<file path="src/rtl/apb_rtl_pkg.sv">
// Shared types and response encodings for the APB completer memory.
package apb_rtl_pkg;

    typedef enum logic [1:0] {IDLE, WAIT, RESP} apb_slv_state_e;

    localparam logic RESP_OKAY = 1'b0;
    localparam logic RESP_ERR  = 1'b1;

    localparam int WAIT_CNT_W = 4;

endpackage

</file>
<file path="src/rtl/apb_mem_bank.sv">
// DEPTH x DATA_W byte-lane-writable storage with combinational read and async clear.
module apb_mem_bank #(
    parameter int DATA_W    = 32,
    parameter int DEPTH     = 64,
    parameter int NUM_LANES = DATA_W / 8,
    parameter int IDX_W     = $clog2(DEPTH)
) (
    input  logic                 clk,
    input  logic                 rst,
    input  logic                 we,
    input  logic [NUM_LANES-1:0] lane_mask,
    input  logic [IDX_W-1:0]     idx,
    input  logic [DATA_W-1:0]    wdata,
    output logic [DATA_W-1:0]    rdata
);

    logic [DEPTH-1:0][NUM_LANES-1:0][7:0] mem;

    always_ff @(posedge clk or posedge rst) begin
        if (rst) begin
            mem <= '0;
        end else if (we) begin
            for (int l = 0; l < NUM_LANES; l++) begin
                if (lane_mask[l]) mem[idx][l] <= wdata[l*8 +: 8];
            end
        end
    end

    assign rdata = mem[idx];

endmodule

</file>
<file path="src/rtl/apb_slave_mem.sv">
// APB4 completer in front of a word-organised, byte-strobed memory with
// programmable wait states and PSLVERR on misaligned or out-of-range access.
module apb_slave_mem
    import apb_rtl_pkg::*;
#(
    parameter int ADDR_W      = 8,
    parameter int DATA_W      = 32,
    parameter int DEPTH       = 64,
    parameter int WAIT_CYCLES = 0
) (
    input  logic                PCLK,
    input  logic                PRESET,
    input  logic                PSEL,
    input  logic                PENABLE,
    input  logic                PWRITE,
    input  logic [ADDR_W-1:0]   PADDR,
    input  logic [DATA_W-1:0]   PWDATA,
    input  logic [DATA_W/8-1:0] PSTRB,
    output logic                PREADY,
    output logic [DATA_W-1:0]   PRDATA,
    output logic                PSLVERR
);

    localparam int NUM_LANES = DATA_W / 8;
    localparam int OFF_W     = $clog2(NUM_LANES);
    localparam int IDX_W     = $clog2(DEPTH);
    localparam int WA_W      = ADDR_W - OFF_W;
    localparam logic [WAIT_CNT_W-1:0] WAIT_INIT =
        WAIT_CNT_W'((WAIT_CYCLES == 0) ? 0 : WAIT_CYCLES - 1);

    apb_slv_state_e          state_q, state_d;
    logic [WAIT_CNT_W-1:0]   cnt_q, cnt_d;
    logic                    ready_q, ready_d;
    logic                    slverr_q, slverr_d;
    logic [DATA_W-1:0]       rdata_q, rdata_d;

    logic                    lat_wr, lat_err;
    logic [IDX_W-1:0]        lat_idx;
    logic [DATA_W-1:0]       lat_wdata;
    logic [NUM_LANES-1:0]    lat_strb;
    logic                    lat_en;

    logic [WA_W-1:0]         word_addr;
    logic [IDX_W-1:0]        setup_idx, mem_idx;
    logic                    setup, setup_err, cur_err;
    logic                    mem_we;
    logic [DATA_W-1:0]       mem_rdata, resp_rdata;

    // Decode straight off the bus in the setup cycle; later phases use the latched copy.
    assign setup     = PSEL & ~PENABLE;
    assign word_addr = PADDR[ADDR_W-1:OFF_W];
    assign setup_idx = IDX_W'(word_addr);
    assign setup_err = (|PADDR[OFF_W-1:0]) || (32'(word_addr) >= 32'(DEPTH));

    assign mem_idx    = (state_q == IDLE) ? setup_idx : lat_idx;
    assign cur_err    = (state_q == IDLE) ? setup_err : lat_err;
    assign resp_rdata = cur_err ? '0 : mem_rdata;

    apb_mem_bank #(
        .DATA_W    (DATA_W),
        .DEPTH     (DEPTH),
        .NUM_LANES (NUM_LANES),
        .IDX_W     (IDX_W)
    ) u_bank (
        .clk       (PCLK),
        .rst       (PRESET),
        .we        (mem_we),
        .lane_mask (lat_strb),
        .idx       (mem_idx),
        .wdata     (lat_wdata),
        .rdata     (mem_rdata)
    );

    always_comb begin
        state_d  = state_q;
        cnt_d    = cnt_q;
        ready_d  = 1'b0;
        slverr_d = RESP_OKAY;
        rdata_d  = rdata_q;
        lat_en   = 1'b0;
        mem_we   = 1'b0;
        case (state_q)
            IDLE: begin
                if (setup) begin
                    lat_en = 1'b1;
                    if (WAIT_CYCLES == 0) begin
                        state_d  = RESP;
                        ready_d  = 1'b1;
                        slverr_d = setup_err ? RESP_ERR : RESP_OKAY;
                        if (!PWRITE) rdata_d = resp_rdata;
                    end else begin
                        state_d = WAIT;
                        cnt_d   = WAIT_INIT;
                    end
                end
            end
            WAIT: begin
                if (!PSEL) begin
                    state_d = IDLE;
                end else if (cnt_q == '0) begin
                    state_d  = RESP;
                    ready_d  = 1'b1;
                    slverr_d = lat_err ? RESP_ERR : RESP_OKAY;
                    if (!lat_wr) rdata_d = resp_rdata;
                end else begin
                    cnt_d = cnt_q - 1'b1;
                end
            end
            RESP: begin
                ready_d  = 1'b1;
                slverr_d = slverr_q;
                if (!PSEL) begin
                    state_d  = IDLE;
                    ready_d  = 1'b0;
                    slverr_d = RESP_OKAY;
                end else if (PENABLE) begin
                    // Completion edge: commit a legal write, drop back for the next setup.
                    state_d  = IDLE;
                    ready_d  = 1'b0;
                    slverr_d = RESP_OKAY;
                    mem_we   = lat_wr & ~lat_err;
                end
            end
            default: state_d = IDLE;
        endcase
    end

    always_ff @(posedge PCLK or posedge PRESET) begin
        if (PRESET) begin
            state_q   <= IDLE;
            cnt_q     <= '0;
            ready_q   <= 1'b0;
            slverr_q  <= RESP_OKAY;
            rdata_q   <= '0;
            lat_wr    <= 1'b0;
            lat_err   <= 1'b0;
            lat_idx   <= '0;
            lat_wdata <= '0;
            lat_strb  <= '0;
        end else begin
            state_q  <= state_d;
            cnt_q    <= cnt_d;
            ready_q  <= ready_d;
            slverr_q <= slverr_d;
            rdata_q  <= rdata_d;
            if (lat_en) begin
                lat_wr    <= PWRITE;
                lat_err   <= setup_err;
                lat_idx   <= setup_idx;
                lat_wdata <= PWDATA;
                lat_strb  <= PSTRB;
            end
        end
    end

    assign PREADY  = ready_q;
    assign PSLVERR = slverr_q;
    assign PRDATA  = rdata_q;

endmodule

</file>
<file path="config.mk">
export PLATFORM = sky130hd
export DESIGN_NAME = apb_slave_mem
export DESIGN_NICKNAME = d
export VERILOG_FILES = /design/src/rtl/apb_rtl_pkg.sv /design/src/rtl/apb_mem_bank.sv /design/src/rtl/apb_slave_mem.sv
export SDC_FILE = /design/constraint.sdc
export NUM_CORES = 2
export LEC_CHECK = 0
export CORE_MARGIN = 2
export CORE_UTILIZATION = 45
export CTS_CLUSTER_DIAMETER = 50
export DETAILED_ROUTE_END_ITERATION = 7
export PLACE_DENSITY = 0.65
export REMOVE_ABC_BUFFERS = 1
export SLEW_MARGIN = 20
export SYNTH_ARGS = -nofsm -noshare
export SYNTH_HDL_FRONTEND = slang
export SYNTH_SLANG_ARGS = --single-unit
export TNS_END_PERCENT = 1
</file>
<file path="constraint.sdc">
create_clock -name PCLK -period 107.8 [get_ports PCLK]
set_input_delay 26.95 -clock PCLK [delete_from_list [all_inputs] [get_ports PCLK]]
set_output_delay 26.95 -clock PCLK [all_outputs]
set_load 0.005 [all_outputs]
</file>
==> impl_metrics.csv <==
group,metric,value,unit
outcome,run_status,"completed",
power,power,2380,uW
sta,hold_viol,0,
drt,drtPass1Iterations,5,
synthesis,netlist_area,0.0919,mm2
worst_setup_path,critPathTopFamily,"buffers and inverters",
clocking,hold_buffers,0,
power,power.switching,887,uW
clocking,cts_tree,"done",
worst_setup_path,end_kind,"flop",
power,leakage,0.0489,uW
synthesis,ys.flop_type,"dfrtp_1",
worst_setup_path,worstSetupPathType,"in -> reg",
worst_setup_path,r2r_start,"state_q[1]",
die,dieArea,0.208,mm2
synthesis,synth-seq-cells,2127,
die,core_area,0.203,mm2
placement,placed_area,0.0947,mm2
worst_setup_path,cpMostUsedCell,"buf_4",
drt,drtAntennaViolNets,0,
clocking,clk_pin_slew,0.06,ns
min_path,worst_hold_startpoint,"u_bank.mem[136]",
worst_setup_path,crit_path_max_incr_delay,0.77,ns
finish,stdcell_area,0.102,mm2
worst_setup_path,cp_max_fo,52,
worst_setup_path,critPathArrivalTime,32.24,ns
synthesis,ys_types,55,
worst_setup_path,required,108.57,ns
global_route,grt_pass1_vias,62500,
finish,fin_nets,6758,
drt,wl_per_cell,29.2,um
power,p_int,1490,uW
global_route,grtUsageTotal,26.4,%
worst_setup_path,regToRegSetupSlack,102.18,ns
flow_run,drv_cap,0,
global_route,grt_max_degree,184,
die,rows,165,
sta,fin_skew,0.0259,ns
worst_setup_path,start_kind,"input pin",
drt,routed_wirelength,280000,um
finish,layout-drive-gt1-share,42.2,%
finish,area.growth.synth_to_final,11.5,%
global_route,overflow,0,
sta,fin_setup_tns,0,ns
sta,setup_viol,0,
drt,vias,60800,
sta,rsz0062_at_grt,"no",
synthesis,syn_avg_cell_area,13.5,um2
placement,gp_congestion,0.823,
worst_setup_path,setup.worst_path.start,"PADDR[3]",
finish,fin_cells,9568,
worst_setup_path,cp_slowest_cell,"buf_4",
power,power_density,23.2,mW/mm2
sta,fmax,0.0318,GHz
power,p_clk_share,33.4,%
worst_setup_path,cp_num_buf_inv,4,
power,p_seq_share,38.3,%
global_route,grt_antenna_before_repair,5,
global_route,grt_pass1_wl,418000,um
clocking,max-clock-path-buffers,3,
synthesis,yosysWarnings,0,
placement,dp_hpwl,161000,um
clocking,cts_setup_buffers,0,
sta,period_minus_slack,31.46,ns
clocking,cts_num_sinks,2127,
clocking,cts_resized,0,
placement,io_buffers,82,
clocking,clk_latency,0.84,ns
drt,drc_errors,0,
clocking,numCtsBuffers,221,
clocking,cts_max_level,4,
power,comb_power_share,28.3,%
clocking,root_buffer,"clkbuf_16",
die,io_pins,83,
min_path,worstHoldPathType,"reg -> reg",
die,die_h,456,um
power,switching_share,37.3,%
power,irDropWorstVdd,0.0248,mV
drt,drt_iter0_markers,5716,
drt,via_per_inst,6.35,
placement,dp_cells,9154,
sta,period_share,29.2,%
synthesis,synthCells,6825,
worst_setup_path,path_cells,"clkdlybuf4s50_1 -> nand2b_1 -> o22a_4 -> buf_4 -> buf_4 -> buf_4 -> o22ai_1 -> o41ai_1 -> o221ai_1 -> nor4_1 -> a22o_1",
synthesis,ys_seq_area_share,57.9,%
die,die_w,456,um
synthesis,synth_edf_count,0,
sta,report.final.slew_viol_count,0,
sta,slew_headroom,23.9,%
synthesis,async_reset_ff_share,100,%
die,initial_core_util,45.4,%
finish,fillers,17100,
sta,tightest_slew,1.13,ns
power groups by stage:
stage          logic (uW)  clock network [uW]  registers (uW)
2_1_floorplan         350                   0             912
3_3_place_gp          654                   0             922
3_5_place_dp          660                   0             922
4_1_cts               662                 804             908
5_1_grt               701                 836             917
6_report              673                 795             912
through the flow:
stage	hold slack (ns)	utilization [%]	setup WS, ns
after detailed placement	0.495	46.8	75.17
after CTS	0.508	50.5	76.06
after global routing	0.513	50.6	75.87
after floorplan	0.465	-	20.76
final	0.505	50.6	76.34
after global placement	0.487	46.8	75.31
synthesized netlist by cell type (all sizes together) (4+ instances only):
cell / number / share of area [%]
nor2: 338 / 2.1
inv: 4 / 0.016
nand3: 34 / 0.19
a41oi: 8 / 0.076
buf: 296 / 1.8
o221ai: 25 / 0.24
a22oi: 33 / 0.28
a21oi: 51 / 0.28
o22ai: 938 / 6.4
mux2: 2093 / 26
a32o: 7 / 0.076
a22o: 15 / 0.14
and3: 16 / 0.11
nor3: 8 / 0.044
o2111ai: 6 / 0.057
clkbuf: 236 / 0.96
or4: 10 / 0.082
o21ai: 10 / 0.054
dfrtp: 2127 / 58
and2: 6 / 0.041
o22a: 6 / 0.057
nand2: 254 / 1.1
nand2b: 8 / 0.054
mux2i: 9 / 0.10
o41ai: 56 / 0.58
nor4: 147 / 1.0
a31oi: 59 / 0.40
sequential cells by signal, summed over array words and instances (netlist names):
register	count
PREADY	1
lat_err	1
lat_strb	4
lat_idx	6
state_q	1
PSLVERR	1
lat_wr	1
u_bank.mem	2048
PRDATA	32
lat_wdata	32
cell families (layout without fill, tap and decap cells):
| kind of cell | Yosys count | in the layout | share of synthesized area (%) |
|---|---|---|---|
| buffers and inverters | 536 | 599 | 2.76 |
| AND/OR/NAND/NOR | 832 | 832 | 4.76 |
| AO/OA/AOI/OAI | 1224 | 1224 | 8.73 |
| XOR/XNOR | 1 | 1 | 0.00954 |
| flip-flops | 2127 | 2127 | 57.9 |
| adder cells (fa/ha/maj) | 3 | 3 | 0.0409 |
| multiplexers | 2102 | 2102 | 25.8 |
| other | 0 | 8 | 0 |
cells in the final DEF (no fill, tap or decap), drive strengths merged, types with 14 or more instances in the layout:
| cell | instances |
|---|---|
| buf | 108 |
| nor4 | 147 |
| inv | 14 |
| nand3 | 34 |
| a31oi | 59 |
| clkinv | 45 |
| dfrtp | 2127 |
| and3 | 16 |
| nor2 | 338 |
| o221ai | 25 |
| nand2 | 254 |
| a22oi | 33 |
| mux2 | 2093 |
| o41ai | 56 |
| clkdlybuf4s50 | 82 |
| clkbuf | 323 |
| o22ai | 938 |
| a21oi | 51 |
| bufinv | 21 |
| a22o | 15 |
worst reg2reg max path, cell delays in order, from the launching register on:
cell	delay [ns]
dfrtp_1	0.84
nand2b_1	0.52
o32a_2	0.85
buf_4	0.64
buf_4	0.87
o22ai_1	0.22
o41ai_1	0.79
o221ai_1	0.31
nor4_1	0.38
a22o_1	0.17
per-layer routing:
metal	global-route usage (%)	share of wire, %	vias to the layer above
met5	0	0.0046	-
met2	42.7	48	2364
met3	4.10	6.4	536
met4	10.2	3.8	2
met1	36.0	42	32500
li1	-	-	25300
layout make-up:
cell class | instances | area, um2 | share of cell area [%]
diodes | 8 | 20.0 | 0.0195
clock buffers | 323 | 6600 | 6.44
clock inverters | 82 | 1010 | 0.989
inverters | 4 | 22.5 | 0.0220
multi-input cells | 4162 | 36300 | 35.5
flip-flops and latches | 2127 | 53300 | 52.0
well taps | 2672 | 3340 | 3.26
repair buffers | 190 | 1810 | 1.77
path summary, 6_finish.rpt:
kind,endpoint,cells after the start
min in group asynchronous,lat_wdata[15],2
min,u_bank.mem[136],1
min reg2reg,u_bank.mem[136],1
max,PRDATA[6],11
max reg2reg,PRDATA[2],9
max in group asynchronous,u_bank.mem[794],8
Power figures use the tool's default switching activity.
